[config.mk]
export PLATFORM = sky130hd
export DESIGN_NAME = cpu_program_loader
export DESIGN_NICKNAME = d
export VERILOG_FILES = /design/src/rtl/loader_pkg.sv /design/src/rtl/cpu_program_loader_assembler.sv /design/src/rtl/cpu_program_loader.sv
export SDC_FILE = /design/constraint.sdc
export NUM_CORES = 1
export LEC_CHECK = 0
export ABC_AREA = 1
export BUFFER_PORTS_ARGS = -buffer_cell sky130_fd_sc_hd__buf_2
export CORE_MARGIN = 1
export CORE_UTILIZATION = 55
export CTS_CLUSTER_SIZE = 16
export DETAILED_ROUTE_END_ITERATION = 8
export PLACE_DENSITY_LB_ADDON = 0.12
export REMOVE_ABC_BUFFERS = 1
export SETUP_SLACK_MARGIN = 0.15
export SLEW_MARGIN = 20
export SYNTH_ARGS = -nofsm -noshare
export SYNTH_HDL_FRONTEND = slang
export SYNTH_SLANG_ARGS = --single-unit
[constraint.sdc]
create_clock -name clk -period 3.2 [get_ports clk]
set_input_delay 0.32 -clock clk [delete_from_list [all_inputs] [get_ports clk]]
set_output_delay 0.32 -clock clk [all_outputs]
set_load 0.03 [all_outputs]
[src/rtl/loader_pkg.sv]
// Shared definitions for the program loader: command codes, FSM states, word widths.
package loader_pkg;

    localparam logic [7:0] CMD_CLR       = 8'h00;
    localparam logic [7:0] CMD_LOAD_IMEM = 8'h01;
    localparam logic [7:0] CMD_LOAD_DMEM = 8'h02;
    localparam logic [7:0] CMD_START     = 8'h03;
    localparam logic [7:0] CMD_STOP      = 8'h04;

    localparam int unsigned IMEM_BYTES = 4;
    localparam int unsigned DMEM_BYTES = 8;

    typedef enum logic [2:0] {
        IDLE,
        HDR,
        PAYLOAD,
        WRITE,
        RUN
    } state_t;

endpackage

[src/rtl/cpu_program_loader_assembler.sv]
// Little-endian byte-to-word assembler: 4 or 8 bytes per word, byte k lands at [8k+7:8k].
module byte_word_assembler
    import loader_pkg::*;
(
    input  logic        clk,
    input  logic        rst,
    input  logic        i_wide,
    input  logic        i_valid,
    input  logic [7:0]  i_byte,
    output logic [63:0] o_word_next,
    output logic        o_word_done
);

    logic [2:0]  r_cnt;
    logic [63:0] r_word;
    logic [2:0]  w_last_idx;
    logic        w_last;

    assign w_last_idx  = i_wide ? 3'(DMEM_BYTES - 1) : 3'(IMEM_BYTES - 1);
    assign w_last      = (r_cnt == w_last_idx);
    assign o_word_done = i_valid && w_last;

    // Word as it will look with the current byte merged into its lane.
    always_comb begin
        o_word_next = r_word;
        for (int unsigned k = 0; k < 8; k++) begin
            if (k[2:0] == r_cnt) begin
                o_word_next[8*k +: 8] = i_byte;
            end
        end
    end

    // Byte lane counter and word register; counter rewinds after the last byte.
    always_ff @(posedge clk) begin
        if (rst) begin
            r_cnt  <= '0;
            r_word <= '0;
        end else if (i_valid) begin
            r_word <= o_word_next;
            r_cnt  <= w_last ? 3'd0 : r_cnt + 3'd1;
        end
    end

endmodule

[src/rtl/cpu_program_loader.sv]
// Framed byte-stream loader: fills imem/dmem through the CPU external ports and gates cpu_enable.
module cpu_program_loader
    import loader_pkg::*;
#(
    parameter int unsigned IMEM_WORDS = 512,
    parameter int unsigned DMEM_WORDS = 1024
) (
    input  logic        clk,
    input  logic        rst,
    input  logic        in_valid,
    input  logic [7:0]  in_data,
    output logic        in_ready,
    output logic [63:0] addr_ext,
    output logic        wen_ext,
    output logic        ren_ext,
    output logic [31:0] wdata_ext,
    output logic [63:0] addr_ext_2,
    output logic        wen_ext_2,
    output logic        ren_ext_2,
    output logic [63:0] wdata_ext_2,
    output logic        cpu_enable,
    output logic        busy,
    output logic        error
);

    state_t      r_state;
    state_t      w_next;
    state_t      w_home;
    logic [1:0]  r_hdr_cnt;
    logic [15:0] r_idx;
    logic [15:0] r_cnt;
    logic        r_is_dmem;
    logic        r_drain;
    logic        r_cpu_en;
    logic        r_error;
    logic        r_wen;
    logic        r_wen2;
    logic [63:0] r_addr;
    logic [63:0] r_addr2;
    logic [31:0] r_wdata;
    logic [63:0] r_wdata2;

    logic        w_accept;
    logic        w_in_range;
    logic        w_word_done;
    logic [63:0] w_word_next;

    assign in_ready   = !rst && (r_state != WRITE);
    assign w_accept   = in_valid && in_ready;
    // A finished frame returns to RUN if the CPU was left running, so drained frames keep it there.
    assign w_home     = r_cpu_en ? RUN : IDLE;
    assign w_in_range = r_is_dmem ? (32'(r_idx) < DMEM_WORDS) : (32'(r_idx) < IMEM_WORDS);

    assign addr_ext    = r_addr;
    assign wen_ext     = r_wen;
    assign ren_ext     = 1'b0;
    assign wdata_ext   = r_wdata;
    assign addr_ext_2  = r_addr2;
    assign wen_ext_2   = r_wen2;
    assign ren_ext_2   = 1'b0;
    assign wdata_ext_2 = r_wdata2;
    assign cpu_enable  = r_cpu_en;
    assign error       = r_error;
    assign busy        = (r_state == HDR) || (r_state == PAYLOAD) || (r_state == WRITE);

    byte_word_assembler u_asm (
        .clk         (clk),
        .rst         (rst),
        .i_wide      (r_is_dmem),
        .i_valid     (w_accept && (r_state == PAYLOAD)),
        .i_byte      (in_data),
        .o_word_next (w_word_next),
        .o_word_done (w_word_done)
    );

    // State register.
    always_ff @(posedge clk) begin
        if (rst) begin
            r_state <= IDLE;
        end else begin
            r_state <= w_next;
        end
    end

    // Next-state decode.
    always_comb begin
        w_next = r_state;
        unique case (r_state)
            IDLE, RUN: begin
                if (w_accept) begin
                    case (in_data)
                        CMD_LOAD_IMEM, CMD_LOAD_DMEM: w_next = HDR;
                        CMD_START: w_next = RUN;
                        CMD_STOP:  w_next = IDLE;
                        default:   w_next = r_state;
                    endcase
                end
            end
            HDR: begin
                if (w_accept && (r_hdr_cnt == 2'd3)) begin
                    w_next = ({in_data, r_cnt[7:0]} == 16'h0000) ? w_home : PAYLOAD;
                end
            end
            PAYLOAD: begin
                if (w_word_done) begin
                    w_next = WRITE;
                end
            end
            WRITE: begin
                w_next = (r_cnt == 16'd1) ? w_home : PAYLOAD;
            end
            default: w_next = IDLE;
        endcase
    end

    // Command side effects, header capture, range check and write strobes.
    always_ff @(posedge clk) begin
        if (rst) begin
            r_hdr_cnt <= '0;
            r_idx     <= '0;
            r_cnt     <= '0;
            r_is_dmem <= 1'b0;
            r_drain   <= 1'b0;
            r_cpu_en  <= 1'b0;
            r_error   <= 1'b0;
            r_wen     <= 1'b0;
            r_wen2    <= 1'b0;
            r_addr    <= '0;
            r_addr2   <= '0;
            r_wdata   <= '0;
            r_wdata2  <= '0;
        end else begin
            r_wen  <= 1'b0;
            r_wen2 <= 1'b0;
            unique case (r_state)
                IDLE, RUN: begin
                    if (w_accept) begin
                        case (in_data)
                            CMD_LOAD_IMEM, CMD_LOAD_DMEM: begin
                                r_is_dmem <= (in_data == CMD_LOAD_DMEM);
                                r_drain   <= (r_state == RUN);
                                r_hdr_cnt <= '0;
                                if (r_state == RUN) begin
                                    r_error <= 1'b1;
                                end
                            end
                            CMD_START: begin
                                if (r_state == RUN) begin
                                    r_error <= 1'b1;
                                end else begin
                                    r_cpu_en <= 1'b1;
                                end
                            end
                            CMD_STOP: r_cpu_en <= 1'b0;
                            CMD_CLR:  r_error  <= 1'b0;
                            default:  r_error  <= 1'b1;
                        endcase
                    end
                end
                HDR: begin
                    if (w_accept) begin
                        case (r_hdr_cnt)
                            2'd0: r_idx[7:0]  <= in_data;
                            2'd1: r_idx[15:8] <= in_data;
                            2'd2: r_cnt[7:0]  <= in_data;
                            default: r_cnt[15:8] <= in_data;
                        endcase
                        r_hdr_cnt <= r_hdr_cnt + 2'd1;
                    end
                end
                PAYLOAD: begin
                    if (w_word_done && !r_drain) begin
                        if (!w_in_range) begin
                            r_error <= 1'b1;
                        end else if (r_is_dmem) begin
                            r_wen2   <= 1'b1;
                            r_addr2  <= {45'd0, r_idx, 3'b000};
                            r_wdata2 <= w_word_next;
                        end else begin
                            r_wen    <= 1'b1;
                            r_addr   <= {46'd0, r_idx, 2'b00};
                            r_wdata  <= w_word_next[31:0];
                        end
                    end
                end
                WRITE: begin
                    r_idx <= r_idx + 16'd1;
                    r_cnt <= r_cnt - 16'd1;
                end
                default: ;
            endcase
        end
    end

endmodule

# Word-level counts from Yosys, hierarchy flattened
# Index checks and enable logic that the tools add are counted.
dict set report word_totals {
  out_inout_bits 232
  regBits 238
  elab_cells 140
}
dict set report op_classes {
  n_bitwise 4
  eq_ne 36
  n_addsub 4
  n_mux 41
  magnitude_cmp 2
  reduce_logical 35
}
# cell n
set ops {}
lappend ops {{8-bit 2-to-1 mux} 12}
lappend ops {{16-bit case mux with 2 select lines} 2}
lappend ops {{16-bit 2-to-1 mux} 2}
lappend ops {{3-bit 2-to-1 mux} 8}
lappend ops {{4-bit AND reduction} 5}
lappend ops {{16-bit by 1-bit adder with 16-bit output (second input constant)} 1}
lappend ops {{16-bit by 1-bit == test with 1-bit output (second input constant)} 1}
lappend ops {{8-bit by 2-bit == test with 1-bit output (second input constant)} 2}
lappend ops {{16-bit logical NOT} 1}
lappend ops {{16-bit by 10-bit less-than comparator with 1-bit output (second input constant)} 1}
lappend ops {{16-bit by 11-bit less-than comparator with 1-bit output (second input constant)} 1}
lappend ops {{16-bit by 1-bit subtractor with 16-bit output (second input constant)} 1}
lappend ops {{3-bit AND reduction} 5}
lappend ops {{2-bit != test (second input constant)} 7}
lappend ops {{3-bit == test (first input constant)} 4}
lappend ops {{2-bit by 1-bit != test with 1-bit output (second input constant)} 6}
lappend ops {{3-bit case mux with 4 select lines} 1}
lappend ops {{3-bit case mux with 3 select lines} 1}
lappend ops {{8-bit by 1-bit == test with 1-bit output (second input constant)} 1}
lappend ops {{8-bit by 3-bit == test with 1-bit output (second input constant)} 1}
lappend ops {{8-bit logical NOT} 1}
lappend ops {{1-bit 2-to-1 mux} 8}
lappend ops {{2-bit nonzero test} 4}
lappend ops {{2-bit by 3-bit == test with 1-bit output (first input constant)} 2}
lappend ops {{other kinds (26)} 44}

# Longest topological paths before layout
# Gate-level depths: netlist of run 1.
dict set report depth {
  word_depth 8
  mapped_depth 13
  ltp_nobuf 10
}

# Modules after synthesis
# Synthesis of run 1 repeated with hierarchy kept, for this count alone.
dict set report unflattened {
  cells_unflattened 1739
  hier_area_um2 11632.4
}
# module cells_each instances area_each_um2
set modules_own_cells {}
lappend modules_own_cells {cpu_program_loader 1097 1 7842.5}
lappend modules_own_cells {byte_word_assembler 642 1 3789.9}

# Least setup slack after synthesis of run 1
# Ideal clock, no wire load.
dict set report synth_path {
  kind {register to output}
  startpoint {reg r_state[2]}
  endpoint {out in_ready}
  setup_slack_ps 1479
  required_ps 2880
  t_arrival_ps 1401
  path_stages_with_launch 8
  cell_sequence {dfxtp_1 buf_4 inv_2 nand3_2 inv_1 buf_2 buf_1 nor2_1}
}
dict set report synth_via {
  elab_chain_cells 2
}
# element line_no
set synth_lines {}
lappend synth_lines {{start: declaration} cpu_program_loader.sv:26} ;# state_t r_state;
lappend synth_lines {{start signal: assignment} cpu_program_loader.sv:81} ;# r_state <= w_next;
lappend synth_lines {{3-bit by 2-bit != test with 1-bit output} cpu_program_loader.sv:48} ;# assign in_ready = !rst && (r_state != WRITE);
lappend synth_lines {{1-bit logical AND} cpu_program_loader.sv:48}
lappend synth_lines {{end: declaration} cpu_program_loader.sv:12} ;# output logic in_ready,
# No other way between the ends.

# Worst setup path in the final report of run 1
# Ends and elaborated chain as after synthesis.

==> summary.md, run 1 <==
| Metric | Value |
|---|---|
| Final Hold Vio Count | 0 |
| Largest net degree at the start of global routing | ~180 |
| First-pass GRT wire length | between 40 and 50 mm |
| Switching Share | 22.84% |
| Worst Max-Slew Pin Slew | about 0.86 ns |
| Post-Route Skew | around 0.0084 ns |
| CP startpoint | r_state[2]$_SDFFE_PP0P_ |
| Netlist cell types | 38 |
| Largest area contributor in the netlist | dfxtp_1 |
| Slowest stage cell, crit path | dfxtp_1 |
| Post-route antenna net violation count | 0 |
| Minimum clock period | 2.638 ns |
| Sw Pwr | around 1.5 mW |
| Fin crit share | 82.45% |
| Setup TNS | 0 ns |
| Layout area overhead | 11.43% |
| Max IR drop VDD | 0.0003984 V |
| Slew Limit Fails | 0 |
| Initial core utilization | between 50% and 60% |
| Htree depth | 1 |
| Overflow after GRT | 0 |
| Post-synth top area share | roughly 42% |
| Most frequent cells in the layout | nand2_1 (381), dfxtp_1 (238), a21oi_1 (226), buf_2 (143), o21ai_0 (131) |
| Commonest non-fill, non-tap cell in the layout | nand2_1 |
| Register area share after synthesis | a little over two fifths |
| Synth top area cells | dfxtp_1 (42%), nand2_1 (13%), a21oi_1 (10%) |
| Row Count | 52 |
| HP Class | primary input to flop |
| FF-to-FF Start | u_asm.r_cnt[2]$_SDFFE_PP0N_ |
| Post-CTS Repair Setup Buffers | 0 |
| Die Y | around 150 um |
| Worst r2r dst | wdata_ext_2[42]$_SDFFE_PP0P_ |
| WL final | between 20 and 30 mm |
| Worst hold path stage count | 2 |
| Critical path endpoint category | output pin |
| Avg Cell Area, Syn | 7.217 um2 |
| Clk network pwr share | between 40% and 50% |
| Crit path cell chain | inv_2 > nand3_2 > buf_4 > inv_1 > buf_4 > nor2_1 > buf_2 |
| Initial antenna violation count | 0 |
| Via count | around 10000 |
| Area post-placement | around 12000 um2 |
| Synthesis Warnings | 0 |
| R2R setup slack | between 0.9 and 1 ns |
| Clock Path Buffers | 3 |
| Layout cell share with drive strength beyond 1 | a little over an eighth |
| Vias in the first global route | roughly 9000 |
| FFs w/ async S/R, synth | 0% |
| Reg2reg path depth | 7 |
| Post-Synthesis Cells | about 1600 |
| DRC Markers | 0 |
| Startpoint Class | flop |
| Vias per Instance | 5.379 |
| Netlist Area Pre-Place | approximately 11000 um2 |
| Synth Flop Type | dfxtp_1 |
| IO Pins | approximately 240 |
| GRT Util Overall | about a quarter |
| Sequential Power Share | 45.9% |
| Post-CTS Hold Buffers | 0 |
| Pre-antenna DRT Iters | 5 |
| Crit-path max cell delay | between 0.5 and 0.6 ns |
| Iter 0 DRT Violations | between 800 and 900 |
| CP required | 2.88 ns |
| Power per cell area | ~500 nW/um2 |
| CTS Buf Count | 26 |
| CP most frequent cell | buf_4 |
| Final GP Congestion | ~0.92 |
| HPWL reported at the end of detailed placement | around 18 mm |
| Combinational power share | 4.5% |
| Hold WS | between 0.09 and 0.1 ns |
| Worst Setup Path Type | flop to output pin |
| Yosys reg bits | ~240 |
| P_leak | a little over 5 nW |
| Post-Layout Inst Area | between 10000 and 15000 um2 |
| CORE AREA | 20230 um2 |
| Critical path fanouts, max | 23 |
| Die Area | ~21000 um2 |
| Max-slew headroom | 42.80% |
| Layout net count | about 1700 |
| CTS tree | done |
| Ant diodes | 0 |
| Worst Path Arrival | roughly 2.3 ns |
| Status | complete, no violations |
| Wire length per cell | between 10 and 15 um |
| Max-Cap Viols | 0 |
| Clock transition at path regs | 0.06 ns |
| # setup viols final | 0 |
| Total power | ~6.5 mW |
| Pint | between 4 and 5 mW |
| Clk root buf | clkbuf_16 |
| Max Fclk | between 300 and 400 MHz |
| Post-synth EDFFs | 0 |
| Clock Sinks | around 240 |
| Port Buffers | 144 |
| Worst Min Path Start | rst |
| Worst hold endpoint | addr_ext_2[12]$_SDFFE_PP0P_ |
| Post-cts gate resize count | 0 |
| Skew-Pair Late Insertion Delay | roughly 0.52 ns |
| Die Width | between 100 and 150 um |
| RSZ-0062 raised after global routing | false |
## how the worst max path moves through the flow
stage / to / slack (ns) / depth (start not counted)
CTS: in_ready / 0.59 / 7
floorplan: addr_ext[10]$_SDFFE_PP0P_ / -1.71 / 8
global placement: r_cnt[11]$_SDFFE_PP0P_ / 1.07 / 8
finish: in_ready / 0.56 / 7
detailed placement: wdata_ext_2[42]$_SDFFE_PP0P_ / 1.00 / 7
global route: in_ready / 0.48 / 7
## layout make-up
class / count / area [um2]
sequential: 238 / 4765
multi-input combinational: 1139 / 5379
fill: 1883 / 7600
tap: 270 / 337.8
inverter: 83 / 312.8
clock buffer: 36 / 769.5
timing repair buffer: 161 / 904.6
clock inverter: 12 / 166.4
## layer usage
metal | wire length, um | share of wire, % | vias to the layer above | GRT usage, %
met2 | 13290 | 46 | 386 | 41.95
li1 | - | - | 5228 | -
met4 | 516 | 1.8 | 0 | 6.526
met5 | 0 | 0 | - | 0
met3 | 1754 | 6.1 | 47 | 3.135
met1 | 13080 | 46 | 4768 | 36.81
## sequential cells by signal, indices dropped and copies added, names as in the netlist, 2 cells and up
name and count:
r_hdr_cnt 2, r_cnt 16, wdata_ext 32, u_asm.r_word 64, r_state 3, addr_ext_2 16
u_asm.r_cnt 3, addr_ext 16, wdata_ext_2 64, r_idx 16
## synthesized netlist by cell type (5+ instances only)
cell	number
nand2_1	381
nand3_1	31
buf_4	103
a21oi_1	226
dfxtp_1	238
o21ai_0	131
nor3_1	13
inv_2	5
buf_2	35
nor2_1	89
clkbuf_1	63
inv_1	78
ha_1	14
nand4_1	123
## power by group through the flow
| stage | Combinational [mW] | Sequential (mW) | Clock, mW |
|---|---|---|---|
| finish | 0.290 | 2.97 | 3.21 |
| global route | 0.307 | 2.96 | 3.40 |
| CTS | 0.287 | 2.96 | 3.27 |
| detailed placement | 0.286 | 3.03 | 0 |
| global placement | 0.287 | 3.03 | 0 |
| floorplan | 0.197 | 3.03 | 0 |
## cell families (layout without fill, tap and decap cells)
family | count (synthesis) | count (layout) | share of synthesized area, %
simple gates | 651 | 651 | 25.58
compound gates | 369 | 369 | 16.49
buf+inv | 291 | 292 | 13.79
flops | 238 | 238 | 42.02
fa+ha+maj | 14 | 14 | 1.545
xor+xnor | 7 | 7 | 0.5407
other cells | 1 | 98 | 0.03307
## metrics by stage
| step | setup slack [ns] | utilization (%) | std cells |
|---|---|---|---|
| floorplan | -1.706 | - | 1460 |
| global placement | 1.068 | 57.82 | 1891 |
| detailed placement | 1.003 | 57.82 | 1891 |
| CTS | 0.5920 | 62.44 | 1939 |
| global route | 0.4789 | 62.44 | 1939 |
| finish | 0.5617 | 62.44 | 1939 |
## critical path: cells and delay by family, from the launching register on
family	cells	cell delay, ns
buffers and inverters	5	1.11
flip-flops	1	0.52
AND/OR/NAND/NOR	2	0.15
(Power assumes the default switching activity.)
==> inputs of run 2 (changes only) <==
--- a/config.mk
+++ b/config.mk
@@ -5,7 +5,7 @@
 export SDC_FILE = /design/constraint.sdc
 export NUM_CORES = 1
 export LEC_CHECK = 0
-export ABC_AREA = 1
+export ABC_AREA = 0
 export BUFFER_PORTS_ARGS = -buffer_cell sky130_fd_sc_hd__buf_2
 export CORE_MARGIN = 1
 export CORE_UTILIZATION = 55
==> constraint.sdc (replaced) <==
create_clock -name clk -period 2.7 [get_ports clk]
set_input_delay 0.27 -clock clk [delete_from_list [all_inputs] [get_ports clk]]
set_output_delay 0.27 -clock clk [all_outputs]
set_load 0.03 [all_outputs]
==> run 2 against run 1 <==
Die area is 1.8% lower. Sequential share of layout area is 0.29 points higher. Global-route usage is 0.26 points lower. Non-clock buffer count increased by 19. Combinational power rose by 30%. Register-to-register slack worse by 0.53 ns. Via count fell by 7.4%. Power grew 14%. Critical path type is now flop to flop. Largest power group is now registers.
==> summary.md, run 2 <==
| Metric | Value |
|---|---|
| Status | complete, no violations |
| Final Hold Vio Count | 0 |
| Post-Synthesis Cells | around 1400 |
| Startpoint Class | flop |
| Post-route antenna net violation count | 0 |
| P_leak | roughly 5 nW |
| Die Y | 144.2 um |
| CTS Buf Count | 25 |
| Layout cell share with drive strength beyond 1 | 17.76% |
| Post-CTS Repair Setup Buffers | 0 |
| Netlist Area Pre-Place | 11130 um2 |
| Power per cell area | 587.8 nW/um2 |
| CP required | around 3 ns |
| Die Width | roughly 140 um |
| Inst Count DP | between 1500 and 2000 |
| Pre-antenna DRT Iters | 5 |
| Yosys reg bits | 238 |
| Clock Sinks | roughly 240 |
| Post-CTS Hold Buffers | 0 |
| Netlist cell types | between 60 and 70 |
| IO Pins | around 240 |
| DP Worst Slack | 0.4075 ns |
| Largest net degree at the start of global routing | 99 |
| Register area share after synthesis | around 43% |
| Post-synth EDFFs | 0 |
| Iter 0 DRT Violations | around 760 |
| Worst Min Path Start | rst |
| FF-to-FF Start | r_state[2]$_SDFFE_PP0P_ |
| Port Buffers | around 140 |
| Final GP Congestion | slightly below 0.9 |
| Post-Route Skew | between 0.007 and 0.008 ns |
| # setup viols final | 0 |
| Fin crit share | between 80% and 90% |
| FFs w/ async S/R, synth | 0% |
| Slew Limit Fails | 0 |
| Vias per Instance | 5.476 |
| HPWL reported at the end of detailed placement | roughly 17 mm |
| Die Area | approximately 21000 um2 |
| Via count | roughly 9700 |
| First-pass GRT wire length | 42.84 mm |
| Clock Path Buffers | 3 |
| Skew-Pair Late Insertion Delay | 0.51 ns |
| Max-slew headroom | between 30% and 40% |
| Final WS setup | 0.3774 ns |
| Layout area overhead | 12.67% |
| Critical path fanouts, max | between 40 and 50 |
| WL final | 27.31 mm |
| Post-synth top area share | 42.82% |
| Max Fclk | roughly 430 MHz |
| Synth top cells by count | nand2_1 (274), dfxtp_1 (238), a21oi_1 (185) |
| Minimum clock period | 2.323 ns |
| RSZ-0062 raised after global routing | false |
| Setup TNS | 0 ns |
| Clock transition at path regs | 0.06 ns |
| Most common cell in the synthesized netlist | nand2_1 |
| Worst Path Arrival | 2.67 ns |
| Vias in the first global route | roughly 8500 |
| Synthesis Warnings | 0 |
| Critical path endpoint category | flop |
| Commonest non-fill, non-tap cell in the layout | nand2_1 |
| GRT Util Overall | approximately 26% |
| Htree depth | 1 |
| Row Count | approximately 50 |
| CTS tree | done |
| Clk root buf | clkbuf_16 |
| CP startpoint | r_state[2]$_SDFFE_PP0P_ |
| Ant diodes | 0 |
| HP Class | primary input to flop |
| CORE AREA | 19650 um2 |
| Initial antenna violation count | 0 |
| Overflow after GRT | 0 |
| Initial core utilization | between 50% and 60% |
| Post-cts gate resize count | 0 |
| Layout net count | 1505 |
| Most frequent cells in the layout | nand2_1 (274), dfxtp_1 (238), a21oi_1 (185), buf_2 (143), conb_1 (98) |
| Worst Max-Slew Pin Slew | between 1 and 1.5 ns |
| Largest area contributor in the netlist | dfxtp_1 |
| Avg Cell Area, Syn | 8.023 um2 |
| Worst Setup Path Type | flop to flop |
| Max IR drop VDD | roughly 0.00043 V |
| Synth top area cells | dfxtp_1 (43%), nand2_1 (9.2%), a21oi_1 (8.3%) |
| DRC Markers | 0 |
| Synth Flop Type | dfxtp_1 |
| Max-Cap Viols | 0 |
| Fin cells | between 1500 and 2000 |
| Wire length per cell | 15.49 um |
[run 2: changes by cell type in the layout (fill, tap and decap cells not counted), moves of 10 or more]
cell / delta
nand3_1: +25
and2_1: +14
inv_1: -65
mux2i_1: +34
nand2_1: -107
a211oi_1: +36
mux2_2: +32
o21ai_0: -80
a21oi_1: -41
nand4_1: -117
nor4_1: +10
buf_4: +19
[run 2: kinds of logic (layout without fill, tap and decap cells)]
group | Yosys count | after routing | synth area share, %
and+or+nand+nor | 508 | 508 | 20.55
AOI/OAI and AO/OA | 334 | 334 | 17.29
DFF | 238 | 238 | 42.82
buffers and inverters | 223 | 237 | 11.13
muxes | 66 | 66 | 6.296
adders and majority gates | 14 | 14 | 1.574
xor gates and xnor gates | 3 | 3 | 0.3036
other | 1 | 98 | 0.03370
[run 2: through the flow]
| step | util (%) | power [mW] | hold WS (ns) | cell area, um2 |
|---|---|---|---|---|
| 2_1_floorplan | - | 3.818 | 0.3391 | 10300 |
| 3_3_place_gp | 59.50 | 3.964 | 0.4345 | 11690 |
| 3_5_place_dp | 59.50 | 3.963 | 0.4381 | 11690 |
| 6_report | 63.80 | 7.370 | 0.07129 | 12540 |
| 4_1_cts | 63.80 | 7.416 | 0.05393 | 12540 |
| 5_1_grt | 63.80 | 7.595 | 0.06464 | 12540 |
[run 2: metal layers]
layer | vias to the layer above | wire length (um) | global-route usage, %
met5 | - | 0 | 0
met4 | 0 | 584 | 6.814
met3 | 45 | 1859 | 4.305
met2 | 353 | 12120 | 40.63
met1 | 4521 | 12750 | 36.14
li1 | 4735 | - | -
[run 2: power breakdown]
| part | internal [mW] | switching (mW) |
|---|---|---|
| sequential | 3.51 | 0.00172 |
| combinational | 0.0445 | 0.332 |
| clock | 2.08 | 1.40 |
[run 2: path summary, 6_finish.rpt]
check	to	slack (ns)	depth (start not counted)
setup / recovery	addr_ext[7]$_SDFFE_PP0P_	0.38	5
hold / removal	r_cnt[11]$_SDFFE_PP0P_	0.07	2
hold reg to reg	wdata_ext_2[0]$_SDFFE_PP0P_	0.45	2
setup reg to reg	addr_ext[7]$_SDFFE_PP0P_	0.38	5
[run 2: worst max-delay path, cell delays in order (launching register included)]
cell and delay, ns:
dfxtp_1 0.44, or3b_1 0.63, or4_1 0.57, buf_4 0.29
nand2_1 0.14, a21oi_1 0.07
[run 2: cell type report]
cell class / instances / area [um2]
Fill cell: 1779 / 7116
Sequential cell: 238 / 4765
Timing Repair Buffer: 180 / 1047
Multi-Input combinational cell: 1023 / 5505
Clock buffer: 34 / 729.5
Tap cell: 265 / 331.6
Inverter: 12 / 45.04
Clock inverter: 11 / 115.1
==> inputs of run 3 (changes only) <==
==> constraint.sdc (replaced) <==
create_clock -name clk -period 2.5 [get_ports clk]
set_input_delay 0.25 -clock clk [delete_from_list [all_inputs] [get_ports clk]]
set_output_delay 0.25 -clock clk [all_outputs]
set_load 0.03 [all_outputs]
==> run 3 against run 2 <==
First-iteration DRC count fell by 0.66%. Hold slack got worse by 0.039 ns. Largest power group is now the clock network. Die area did not move. Register-to-register slack got worse by 0.08 ns. Critical endpoint is now wdata_ext_2[61]$_SDFFE_PP0P_. Fmax rose by 5.4%. Non-clock buffer count rose by 11. Flip-flop and latch count did not move.
==> summary.md, run 3 (synthesis gave the netlist of run 2 again) <==
| Metric | Value |
|---|---|
| Status | complete, no violations |
| Row Count | 51 |
| # setup viols final | 0 |
| CTS tree | done |
| RSZ-0062 raised after global routing | false |
| Ant diodes | 0 |
| Overflow after GRT | 0 |
| Most frequent cells in the layout | nand2_1 (274), dfxtp_1 (238), a21oi_1 (185), buf_2 (143), conb_1 (98) |
| Pre-antenna DRT Iters | 7 |
| Inst Count DP | between 1500 and 2000 |
| Port Buffers | 144 |
| Initial antenna violation count | 0 |
| P_leak | between 5 and 6 nW |
| CP required | around 2.9 ns |
| Power per cell area | around 630 nW/um2 |
| Max IR drop VDD | 0.0004531 V |
| Clock transition at path regs | roughly 0.060 ns |
| Htree depth | 1 |
| Crit path cell chain | or3b_1 > nor4_4 > buf_12 > buf_4 > nor2_1 > a211oi_1 |
| Startpoint Class | flop |
| DRC Markers | 0 |
| Post-CTS Hold Buffers | 0 |
| Initial core utilization | between 50% and 60% |
| HP Class | primary input to flop |
| Via count | approximately 9600 |
| Post-route antenna net violation count | 0 |
| Skew-Pair Late Insertion Delay | 0.52 ns |
| Largest net degree at the start of global routing | ~170 |
| Die Width | 144.2 um |
| Die Y | between 100 and 150 um |
| Max-slew headroom | 40.02% |
| Iter 0 DRT Violations | 754 |
| Post-cts gate resize count | 0 |
| Fin crit share | slightly below 90% |
| CTS Buf Count | 25 |
| HPWL reported at the end of detailed placement | 17.25 mm |
| Total power | roughly 8.0 mW |
| Commonest non-fill, non-tap cell in the layout | nand2_1 |
| Minimum clock period | ~2.2 ns |
| IO Pins | roughly 240 |
| Max-Cap Viols | 0 |
| WL final | 27.16 mm |
| Clock Path Buffers | 3 |
| Worst Setup Path Type | flop to flop |
| Slew Limit Fails | 0 |
| Clock Sinks | around 240 |
| Fillers | about 1800 |
| Max Fclk | 453.9 MHz |
| Post-Route Skew | about 0.019 ns |
| Vias per Instance | ~5.4 |
| CORE AREA | approximately 20000 um2 |
| Fin cells | roughly 1800 |
| Crit-path max cell delay | roughly 0.56 ns |
| Die Area | roughly 21000 um2 |
| Critical path endpoint category | flop |
| Layout area overhead | 13.72% |
| Final Hold Vio Count | 0 |
| Worst Max-Slew Pin Slew | between 0.8 and 0.9 ns |
| Slowest stage cell, crit path | or3b_1 |
| Final GP Congestion | a little under 0.9 |
| Vias in the first global route | 8382 |
| Layout net count | ~1500 |
| Worst Path Arrival | 2.64 ns |
| Layout cell share with drive strength beyond 1 | between 15 and 20% |
| Post-Layout Inst Area | between 10000 and 15000 um2 |
| Critical path fanouts, max | 72 |
| Area post-placement | roughly 12000 um2 |
| Clk root buf | clkbuf_16 |
| First-pass GRT wire length | between 40 and 50 mm |
| Post-CTS Repair Setup Buffers | 0 |
| GRT Util Overall | between 20% and 30% |
| Wire length per cell | 15.35 um |
| End-of-flow core utilization | 64.39% |
[run 3: report_power, final]
| group | switching [mW] | total (mW) | internal [mW] |
|---|---|---|---|
| logic | 0.359 | 0.409 | 0.0497 |
| registers | 0.00178 | 3.80 | 3.79 |
| clock network | 1.47 | 3.83 | 2.36 |
[run 3: path summary, 6_finish.rpt]
check                           cells past startpoint                 startpoint                      endpoint  slack, ns
worst min-delay path                                2                        rst        r_cnt[11]$_SDFFE_PP0P_       0.03
worst max register to register                      6    r_state[1]$_SDFFE_PP0P_  wdata_ext_2[61]$_SDFFE_PP0P_       0.30
worst min register to register                      2  wdata_ext[3]$_SDFFE_PP0P_     wdata_ext[3]$_SDFFE_PP0P_       0.44
worst max-delay path                                6    r_state[1]$_SDFFE_PP0P_  wdata_ext_2[61]$_SDFFE_PP0P_       0.30
[run 3: metrics by stage]
step                      setup TNS (ns)  hold slack [ns]  setup slack, ns
after floorplan                  -201.37           0.3191           -1.839
after global placement                 0           0.4342           0.3655
after detailed placement               0           0.4381           0.3300
after CTS                              0          0.01161           0.3159
after global routing                   0          0.03068           0.1536
final                                  0          0.03264           0.2967
[run 3: final cells by class]
type                    count  area, um2  share of cell area, %
multi-input cells        1023       5505                  43.50
flip-flops and latches    238       4765                  37.65
repair buffers            191       1155                  9.126
clock buffers              34      739.5                  5.843
well taps                 265      331.6                  2.620
clock inverters             7      113.9                 0.8997
inverters                  12      45.04                 0.3559
[run 3: critical path, delay by kind of cell (launching register included)]
family | cells | cell delay (ns)
simple gates | 3 | 0.99
buf+inv | 2 | 0.54
flops | 1 | 0.35
compound gates | 1 | 0.19
[run 3: metal layers]
metal  part of all wire [%]  wire length [um]  track usage [%]  vias up
li1                       -                 -                -     4761
met4                    1.5               395            5.651        0
met3                    6.9              1862            3.940       34
met1                     47             12640            36.56     4435
met5                      0                 0                0        -
met2                     45             12260            40.99      368
